## config.mk

```make
export PLATFORM = sky130hd
export DESIGN_NAME = writeback_stage_flat
export DESIGN_NICKNAME = d
export VERILOG_FILES = /design/src/rtl/writeback_stage_if.sv /design/src/rtl/writeback_stage.sv /design/src/flat_wrapper.sv
export SDC_FILE = /design/constraint.sdc
export NUM_CORES = 1
export LEC_CHECK = 0
export CAP_MARGIN = 15
export CELL_PAD_IN_SITES_DETAIL_PLACEMENT = 0
export CELL_PAD_IN_SITES_GLOBAL_PLACEMENT = 1
export CORE_ASPECT_RATIO = 0.75
export CORE_MARGIN = 5
export CORE_UTILIZATION = 43
export CTS_CLUSTER_SIZE = 16
export DETAILED_ROUTE_END_ITERATION = 10
export DONT_BUFFER_PORTS = 1
export PLACE_DENSITY_LB_ADDON = 0.1
export SETUP_SLACK_MARGIN = 0.2
export SYNTH_ARGS = -nofsm -noshare
export SYNTH_HDL_FRONTEND = slang
export SYNTH_SLANG_ARGS = --single-unit
```

## constraint.sdc

```tcl
create_clock -name clock -period 2.19 [get_ports clock]
set_input_delay 0.3285 -clock clock [delete_from_list [all_inputs] [get_ports clock]]
set_output_delay 0.3285 -clock clock [all_outputs]
set_load 0.01 [all_outputs]
```

## src/rtl/writeback_stage_if.sv

```systemverilog
// ---------------------------------------------------------------------------
// writeback_stage_if
//
// Purpose: carries the memory-stage result bundle into the writeback stage.
// The MEM stage drives it through the master modport. The writeback stage
// samples it through the slave modport.
//
// Signals:
//   mem_write_enable       instruction in MEM writes a GPR
//   mem_write_address      destination GPR
//   mem_write_data         ALU result, used when the load type is none
//   mem_load_type          0 none, 1 lb, 2 lbu, 3 lh, 4 lhu, 5 lw, 6/7 none
//   mem_address_low        effective address bits [1:0]
//   mem_load_data          raw aligned word from data memory
//   mem_hilo_write_enable  instruction writes HI and LO
//   mem_hi_data            new HI value
//   mem_lo_data            new LO value
// ---------------------------------------------------------------------------
interface writeback_stage_if #(
    parameter int DATA_WIDTH    = 32,
    parameter int ADDRESS_WIDTH = 5
);
    logic                     mem_write_enable;
    logic [ADDRESS_WIDTH-1:0] mem_write_address;
    logic [DATA_WIDTH-1:0]    mem_write_data;
    logic [2:0]               mem_load_type;
    logic [1:0]               mem_address_low;
    logic [DATA_WIDTH-1:0]    mem_load_data;
    logic                     mem_hilo_write_enable;
    logic [DATA_WIDTH-1:0]    mem_hi_data;
    logic [DATA_WIDTH-1:0]    mem_lo_data;

    // MEM stage side: produces the bundle.
    modport master (
        output mem_write_enable,
        output mem_write_address,
        output mem_write_data,
        output mem_load_type,
        output mem_address_low,
        output mem_load_data,
        output mem_hilo_write_enable,
        output mem_hi_data,
        output mem_lo_data
    );

    // Writeback stage side: consumes the bundle.
    modport slave (
        input mem_write_enable,
        input mem_write_address,
        input mem_write_data,
        input mem_load_type,
        input mem_address_low,
        input mem_load_data,
        input mem_hilo_write_enable,
        input mem_hi_data,
        input mem_lo_data
    );
endinterface

```

## src/rtl/writeback_stage.sv

```systemverilog
// ---------------------------------------------------------------------------
// writeback_stage
//
// Purpose: the MEM-to-WB pipeline register and load formatter of the 5-stage
// core. It captures the memory-stage result and formats load data. Loads are
// big-endian, so lane 0 is bits [31:24]. Byte and halfword loads are lane
// selected, then sign- or zero-extended. The register file write port is
// driven one cycle after the instruction leaves MEM. The stage also holds
// the architectural HI/LO pair.
//
// Optional feature: macro WRITEBACK_HILO_EN.
//   defined   - HI/LO registers are built. They are written on a capture
//               edge when mem_hilo_write_enable is set.
//   undefined - HI/LO storage is not built. hi and lo are constant 0, and
//               the hilo inputs are ignored.
//
// Ports:
//   clock          in   system clock; all state updates on posedge
//   reset          in   synchronous, active-low
//   stall          in   hold all stage state this cycle
//   flush          in   insert a bubble this cycle (wins over stall)
//   mem_bus        in   writeback_stage_if.slave, the MEM result bundle
//   write_enable   out  register file write enable
//   write_address  out  register file write address
//   write_data     out  register file write data
//   load_error     out  a misaligned load occupies WB this cycle
//   hi, lo         out  architectural HI / LO
//
// Every output comes straight from a register. There is no combinational
// path from any input to any output.
// ---------------------------------------------------------------------------
module writeback_stage #(
    parameter int DATA_WIDTH    = 32,
    parameter int ADDRESS_WIDTH = 5
) (
    input  logic                     clock,
    input  logic                     reset,
    input  logic                     stall,
    input  logic                     flush,
    writeback_stage_if.slave         mem_bus,
    output logic                     write_enable,
    output logic [ADDRESS_WIDTH-1:0] write_address,
    output logic [DATA_WIDTH-1:0]    write_data,
    output logic                     load_error,
    output logic [DATA_WIDTH-1:0]    hi,
    output logic [DATA_WIDTH-1:0]    lo
);

    localparam logic [2:0] LOAD_NONE = 3'd0;
    localparam logic [2:0] LOAD_LB   = 3'd1;
    localparam logic [2:0] LOAD_LBU  = 3'd2;
    localparam logic [2:0] LOAD_LH   = 3'd3;
    localparam logic [2:0] LOAD_LHU  = 3'd4;
    localparam logic [2:0] LOAD_LW   = 3'd5;

    // -----------------------------------------------------------------------
    // Lane extraction (big-endian: lane 0 is the most significant byte)
    // -----------------------------------------------------------------------
    logic [7:0]  byte_lane [4];
    logic [15:0] half_lane [2];
    logic [7:0]  byte_sel;
    logic [15:0] half_sel;

    genvar gi;
    generate
        for (gi = 0; gi < 4; gi++) begin : g_byte_lane
            assign byte_lane[gi] = mem_bus.mem_load_data[DATA_WIDTH-1-8*gi -: 8];
        end
        for (gi = 0; gi < 2; gi++) begin : g_half_lane
            assign half_lane[gi] = mem_bus.mem_load_data[DATA_WIDTH-1-16*gi -: 16];
        end
    endgenerate

    assign byte_sel = byte_lane[mem_bus.mem_address_low];
    // For halfwords, address bit 1 picks the half. Bit 0 only matters for
    // misalignment detection.
    assign half_sel = half_lane[mem_bus.mem_address_low[1]];

    // -----------------------------------------------------------------------
    // Load formatting and misalignment detection
    // -----------------------------------------------------------------------
    logic                  misaligned;
    logic [DATA_WIDTH-1:0] formatted_data;

    always_comb begin
        misaligned     = 1'b0;
        formatted_data = mem_bus.mem_write_data;
        case (mem_bus.mem_load_type)
            LOAD_LB: begin
                formatted_data = {{(DATA_WIDTH-8){byte_sel[7]}}, byte_sel};
            end
            LOAD_LBU: begin
                formatted_data = {{(DATA_WIDTH-8){1'b0}}, byte_sel};
            end
            LOAD_LH: begin
                misaligned     = mem_bus.mem_address_low[0];
                formatted_data = {{(DATA_WIDTH-16){half_sel[15]}}, half_sel};
            end
            LOAD_LHU: begin
                misaligned     = mem_bus.mem_address_low[0];
                formatted_data = {{(DATA_WIDTH-16){1'b0}}, half_sel};
            end
            LOAD_LW: begin
                misaligned     = (mem_bus.mem_address_low != 2'd0);
                formatted_data = mem_bus.mem_load_data;
            end
            // LOAD_NONE and the unused encodings 6/7 pass the ALU result.
            default: begin
                misaligned     = 1'b0;
                formatted_data = mem_bus.mem_write_data;
            end
        endcase
    end

    // -----------------------------------------------------------------------
    // Next-state values for the GPR write port
    // -----------------------------------------------------------------------
    logic                     write_enable_next;
    logic [ADDRESS_WIDTH-1:0] write_address_next;
    logic [DATA_WIDTH-1:0]    write_data_next;
    logic                     load_error_next;

    // A misaligned load is squashed: it does not write and carries no data.
    // The destination address is still passed along so that it is visible
    // to whoever handles the load error.
    assign write_enable_next  = mem_bus.mem_write_enable & ~misaligned;
    assign write_address_next = mem_bus.mem_write_address;
    assign write_data_next    = misaligned ? '0 : formatted_data;
    assign load_error_next    = misaligned;

    // -----------------------------------------------------------------------
    // Pipeline register. Priority is reset > flush > stall > capture.
    // -----------------------------------------------------------------------
    logic                     write_enable_reg;
    logic [ADDRESS_WIDTH-1:0] write_address_reg;
    logic [DATA_WIDTH-1:0]    write_data_reg;
    logic                     load_error_reg;

    always_ff @(posedge clock) begin
        if (!reset) begin
            write_enable_reg  <= 1'b0;
            write_address_reg <= '0;
            write_data_reg    <= '0;
            load_error_reg    <= 1'b0;
        end else if (flush) begin
            write_enable_reg  <= 1'b0;
            write_address_reg <= '0;
            write_data_reg    <= '0;
            load_error_reg    <= 1'b0;
        end else if (!stall) begin
            write_enable_reg  <= write_enable_next;
            write_address_reg <= write_address_next;
            write_data_reg    <= write_data_next;
            load_error_reg    <= load_error_next;
        end
    end

    assign write_enable  = write_enable_reg;
    assign write_address = write_address_reg;
    assign write_data    = write_data_reg;
    assign load_error    = load_error_reg;

    // -----------------------------------------------------------------------
    // Architectural HI/LO
    // -----------------------------------------------------------------------
`ifdef WRITEBACK_HILO_EN
    logic [DATA_WIDTH-1:0] hi_reg;
    logic [DATA_WIDTH-1:0] lo_reg;

    // Only a real capture edge commits HI/LO. A stalled or flushed
    // mult/div/mthi/mtlo leaves the old pair in place.
    always_ff @(posedge clock) begin
        if (!reset) begin
            hi_reg <= '0;
            lo_reg <= '0;
        end else if (!flush && !stall && mem_bus.mem_hilo_write_enable) begin
            hi_reg <= mem_bus.mem_hi_data;
            lo_reg <= mem_bus.mem_lo_data;
        end
    end

    assign hi = hi_reg;
    assign lo = lo_reg;
`else
    // No storage is built for HI/LO. The hilo inputs are folded into a
    // sink so that they are visibly intentionally unused.
    logic unused_hilo;
    assign unused_hilo = ^{mem_bus.mem_hilo_write_enable,
                           mem_bus.mem_hi_data,
                           mem_bus.mem_lo_data};

    assign hi = '0;
    assign lo = '0;
`endif

endmodule

```

## src/flat_wrapper.sv

```systemverilog
// flat-port wrapper written by rule: the top's interface ports become plain ports
module writeback_stage_flat 
#(
    parameter int DATA_WIDTH    = 32,
    parameter int ADDRESS_WIDTH = 5
)
  (clock, reset, stall, flush, write_enable, write_address, write_data, load_error, hi, lo, mem_bus_mem_write_enable, mem_bus_mem_write_address, mem_bus_mem_write_data, mem_bus_mem_load_type, mem_bus_mem_address_low, mem_bus_mem_load_data, mem_bus_mem_hilo_write_enable, mem_bus_mem_hi_data, mem_bus_mem_lo_data);
  writeback_stage_if #(.DATA_WIDTH(DATA_WIDTH), .ADDRESS_WIDTH(ADDRESS_WIDTH)) mem_bus_i ();
  input  logic clock;
  input  logic reset;
  input  logic stall;
  input  logic flush;
  output logic write_enable;
  output logic [ADDRESS_WIDTH-1:0] write_address;
  output logic [DATA_WIDTH-1:0] write_data;
  output logic load_error;
  output logic [DATA_WIDTH-1:0] hi;
  output logic [DATA_WIDTH-1:0] lo;
  input wire logic [$bits(mem_bus_i.mem_write_enable)-1:0] mem_bus_mem_write_enable;
  input wire logic [$bits(mem_bus_i.mem_write_address)-1:0] mem_bus_mem_write_address;
  input wire logic [$bits(mem_bus_i.mem_write_data)-1:0] mem_bus_mem_write_data;
  input wire logic [$bits(mem_bus_i.mem_load_type)-1:0] mem_bus_mem_load_type;
  input wire logic [$bits(mem_bus_i.mem_address_low)-1:0] mem_bus_mem_address_low;
  input wire logic [$bits(mem_bus_i.mem_load_data)-1:0] mem_bus_mem_load_data;
  input wire logic [$bits(mem_bus_i.mem_hilo_write_enable)-1:0] mem_bus_mem_hilo_write_enable;
  input wire logic [$bits(mem_bus_i.mem_hi_data)-1:0] mem_bus_mem_hi_data;
  input wire logic [$bits(mem_bus_i.mem_lo_data)-1:0] mem_bus_mem_lo_data;
  assign mem_bus_i.mem_write_enable = mem_bus_mem_write_enable;
  assign mem_bus_i.mem_write_address = mem_bus_mem_write_address;
  assign mem_bus_i.mem_write_data = mem_bus_mem_write_data;
  assign mem_bus_i.mem_load_type = mem_bus_mem_load_type;
  assign mem_bus_i.mem_address_low = mem_bus_mem_address_low;
  assign mem_bus_i.mem_load_data = mem_bus_mem_load_data;
  assign mem_bus_i.mem_hilo_write_enable = mem_bus_mem_hilo_write_enable;
  assign mem_bus_i.mem_hi_data = mem_bus_mem_hi_data;
  assign mem_bus_i.mem_lo_data = mem_bus_mem_lo_data;
  writeback_stage #(.DATA_WIDTH(DATA_WIDTH), .ADDRESS_WIDTH(ADDRESS_WIDTH)) u_core (.clock(clock), .reset(reset), .stall(stall), .flush(flush), .mem_bus(mem_bus_i), .write_enable(write_enable), .write_address(write_address), .write_data(write_data), .load_error(load_error), .hi(hi), .lo(lo));
endmodule
```

==> metrics.csv <==
metric,value,unit
routabilityCongestion,0.7952,
pin_count,247,
antenna_cells,0,
dp_cells,508,
rsz0062_at_grt,false,
crit_required,2380,ps
path_delay_family,compound AO/OA/AOI/OAI gates,
maxCapViolCount,0,
final-setup-viol-count,0,
routedWlPerCell,19.47,um
wirelength,10050,um
period_share,0.7254,
dieArea,0.009592,mm^2
dr.pass1.iters,4,
yosysWarningCount,0,
synth_seq_cells,39,
antenna_left,0,
leakage,1.252,nW
clkPwrFrac,0.298,
final_nets,558,
crit_path_cell_trace,"clkinv_1, a21oi_1, a211oi_1, a221oi_1",
drt-initial-drc-count,162,
worst_pin_slew,615.8,ps
status,"complete, no violations",
setup_tns,0,ps
clock-sinks,39,
netlist_area,0.003318,mm^2
ys_seq_area_frac,0.2353,
cts_root_buf,clkbuf_8,
final-max-slew-violation-count,0,
cts.clk_slew.worst_paths,80,ps
end_kind,flop,
regArea,780.7,um^2
critical_path_class,in -> reg,
syn_inst,432,
routed-via-count,2895,
n_fill_cell,812,
min_path_type,in -> reg,
relSlewSlack,0.5886,
cpMaxStageDelayCell,a21oi_1,
synth_top_family_by_area,compound AO/OA/AOI/OAI gates,
hold_viol_final,0,
synthMuxAreaShare,0.07051,
multi_input_area,0.002125,mm^2
grt_pass1_vias,2634,
cts_tree,yes,
synth_cell_types,43,
max_freq,629.5,MHz
post_cts_buffers,0,
drive_above_1_share,0.09157,
fin_worst_skew,0,ps
comb_power_share,0.231,
start_kind,input port,
synth-compound-area-share,0.3077,
hold_buffers,0,
synth_xor_area_frac,0,
routed_via_density,5.610,
grt_antenna_before_repair,0,
synthAdderAreaFrac,0,
finalNonFillerCells,516,
p_per_area,506.8,mW/mm^2
grt_start_max_net_pins,65,
core_area,0.007432,mm^2
p_sw_frac,0.3184,
reg2reg_slack,1120,ps
die_x,111.4,um
yosys.area_share.simple,0.1885,
critical_path_arrival,1780,ps
die-height,86.08,um
rows,27,
hpwl,7438,um
htree_levels,2,
final_core_util,0.4320,
path_buf_inv,1,
cts_resized,0,
initial_core_util,0.4465,
portBuffers,0,
cts_made_buffers,5,
crit_fanout,17,
area_delta_synth_final,-3.243,%
drc,0,
min_period,1589,ps
clock_latency,280,ps
p_int,0.001109,W
cpPeakStageDelay,600,ps
clk_path_buf_depth,2,
overflow,0,
track_usage,0.1936,
power_switching,0.0005180,W
grt_pass1_wl,14810,um
avgSynthCellArea,7.681,um^2
p_seq_frac,0.471,
vdd_drop_max,218.6,uV
largest_reg_flops,32,
[cells in the mapped netlist, drive strengths merged]
| master | count | share of area |
|---|---|---|
| a2111oi | 2 | 0.011 |
| a2bb2oi | 7 | 0.018 |
| a221oi | 7 | 0.018 |
| dfxtp | 39 | 0.24 |
| buf | 73 | 0.16 |
| a311oi | 1 | 0.0026 |
| o221ai | 1 | 0.0026 |
| mux4 | 1 | 0.0068 |
| or3b | 6 | 0.016 |
| conb | 1 | 0.0011 |
| or2 | 1 | 0.0019 |
| clkinv | 1 | 0.0011 |
| nand3 | 3 | 0.0083 |
| or4bb | 1 | 0.0034 |
| and2 | 2 | 0.0038 |
| o211ai | 6 | 0.014 |
| o21a | 2 | 0.0045 |
| o22ai | 31 | 0.058 |
| nor2 | 25 | 0.028 |
| mux2i | 20 | 0.060 |
| nand3b | 1 | 0.0023 |
| nor3 | 1 | 0.0015 |
| a211oi | 6 | 0.014 |
| clkbuf | 24 | 0.027 |
| o21ai | 15 | 0.023 |
| nand2 | 42 | 0.048 |
| inv | 7 | 0.0079 |
| a21oi | 31 | 0.047 |
| a21o | 1 | 0.0023 |
| nand2b | 22 | 0.041 |
| mux2 | 1 | 0.0034 |
| o31ai | 25 | 0.072 |
| and4b | 2 | 0.0060 |
| a21bo | 1 | 0.0030 |
| or3 | 1 | 0.0019 |
| nor2b | 14 | 0.026 |
| a22oi | 8 | 0.018 |
[stage by stage]
stage / total power [W] / hold slack [ps] / cell area [um^2] / setup WS, ps
3_3_place_gp: 0.001152 / 474.4 / 3129 / 332.1
4_1_cts: 0.001642 / 180.7 / 3211 / 619.0
3_5_place_dp: 0.001155 / 490.1 / 3129 / 323.1
6_report: 0.001627 / 189.6 / 3211 / 601.4
5_1_grt: 0.001731 / 194.4 / 3211 / 555.1
2_1_floorplan: 0.001205 / 472.4 / 3555 / 370.5
[final cells by class]
class | instances | area share
multi-input cells | 351 | 0.6617
flip-flops and latches | 39 | 0.2432
well taps | 101 | 0.03936
clock buffers | 7 | 0.02377
repair buffers | 9 | 0.02104
inverters | 8 | 0.009353
clock inverters | 1 | 0.001559
[metal layers]
metal,track usage,wire [um],up-vias
met5,0,0,-
met4,0.03204,65,0
met3,0.09309,1363,7
met2,0.2989,4503,162
met1,0.2505,4116,1323
li1,-,-,1403
[power by group through the flow]
stage               Combinational, W  Clock (W)  Sequential, W
floorplan                   0.000428          0       0.000777
global placement            0.000369          0       0.000783
detailed placement          0.000371          0       0.000784
CTS                         0.000373   0.000503       0.000767
global route                0.000415   0.000545       0.000770
finish                      0.000376   0.000485       0.000766
[placed cells by master, fill, tap and decap left out, drive strengths merged, types with 9 or more instances in the layout]
master  count
o31ai      25
conb       64
buf         9
nand2      42
a21oi      31
dfxtp      39
nor2b      14
o22ai      31
mux2i      20
o21ai      15
nand2b     22
nor2       25
[worst register-to-register path, cell delays in order, from the launching register on]
cell,delay (ps)
dfxtp_1,390
nand2_1,100
o21ai_0,90
a211oi_1,80
a221oi_1,310
[final timing paths]
| path | startpoint | endpoint | depth (start not counted) |
|---|---|---|---|
| max reg2reg | u_core.write_data[14]$_SDFFE_PP0N_ | u_core.write_data[14]$_SDFFE_PP0N_ | 4 |
| min reg2reg | u_core.write_data[3]$_SDFFE_PP0N_ | u_core.write_data[3]$_SDFFE_PP0N_ | 2 |
| min | mem_bus_mem_write_enable | u_core.write_enable$_SDFFE_PP0N_ | 2 |
| max | mem_bus_mem_load_type[0] | u_core.write_data[14]$_SDFFE_PP0N_ | 4 |
[logic make-up (layout without fill, tap and decap cells)]
group | Yosys count | in the layout
other | 1 | 64
flip-flops | 39 | 39
buffers and inverters | 105 | 25
AND/OR/NAND/NOR | 121 | 121
AO/OA/AOI/OAI | 144 | 144
multiplexers | 22 | 22
(Power assumes the default switching activity.)
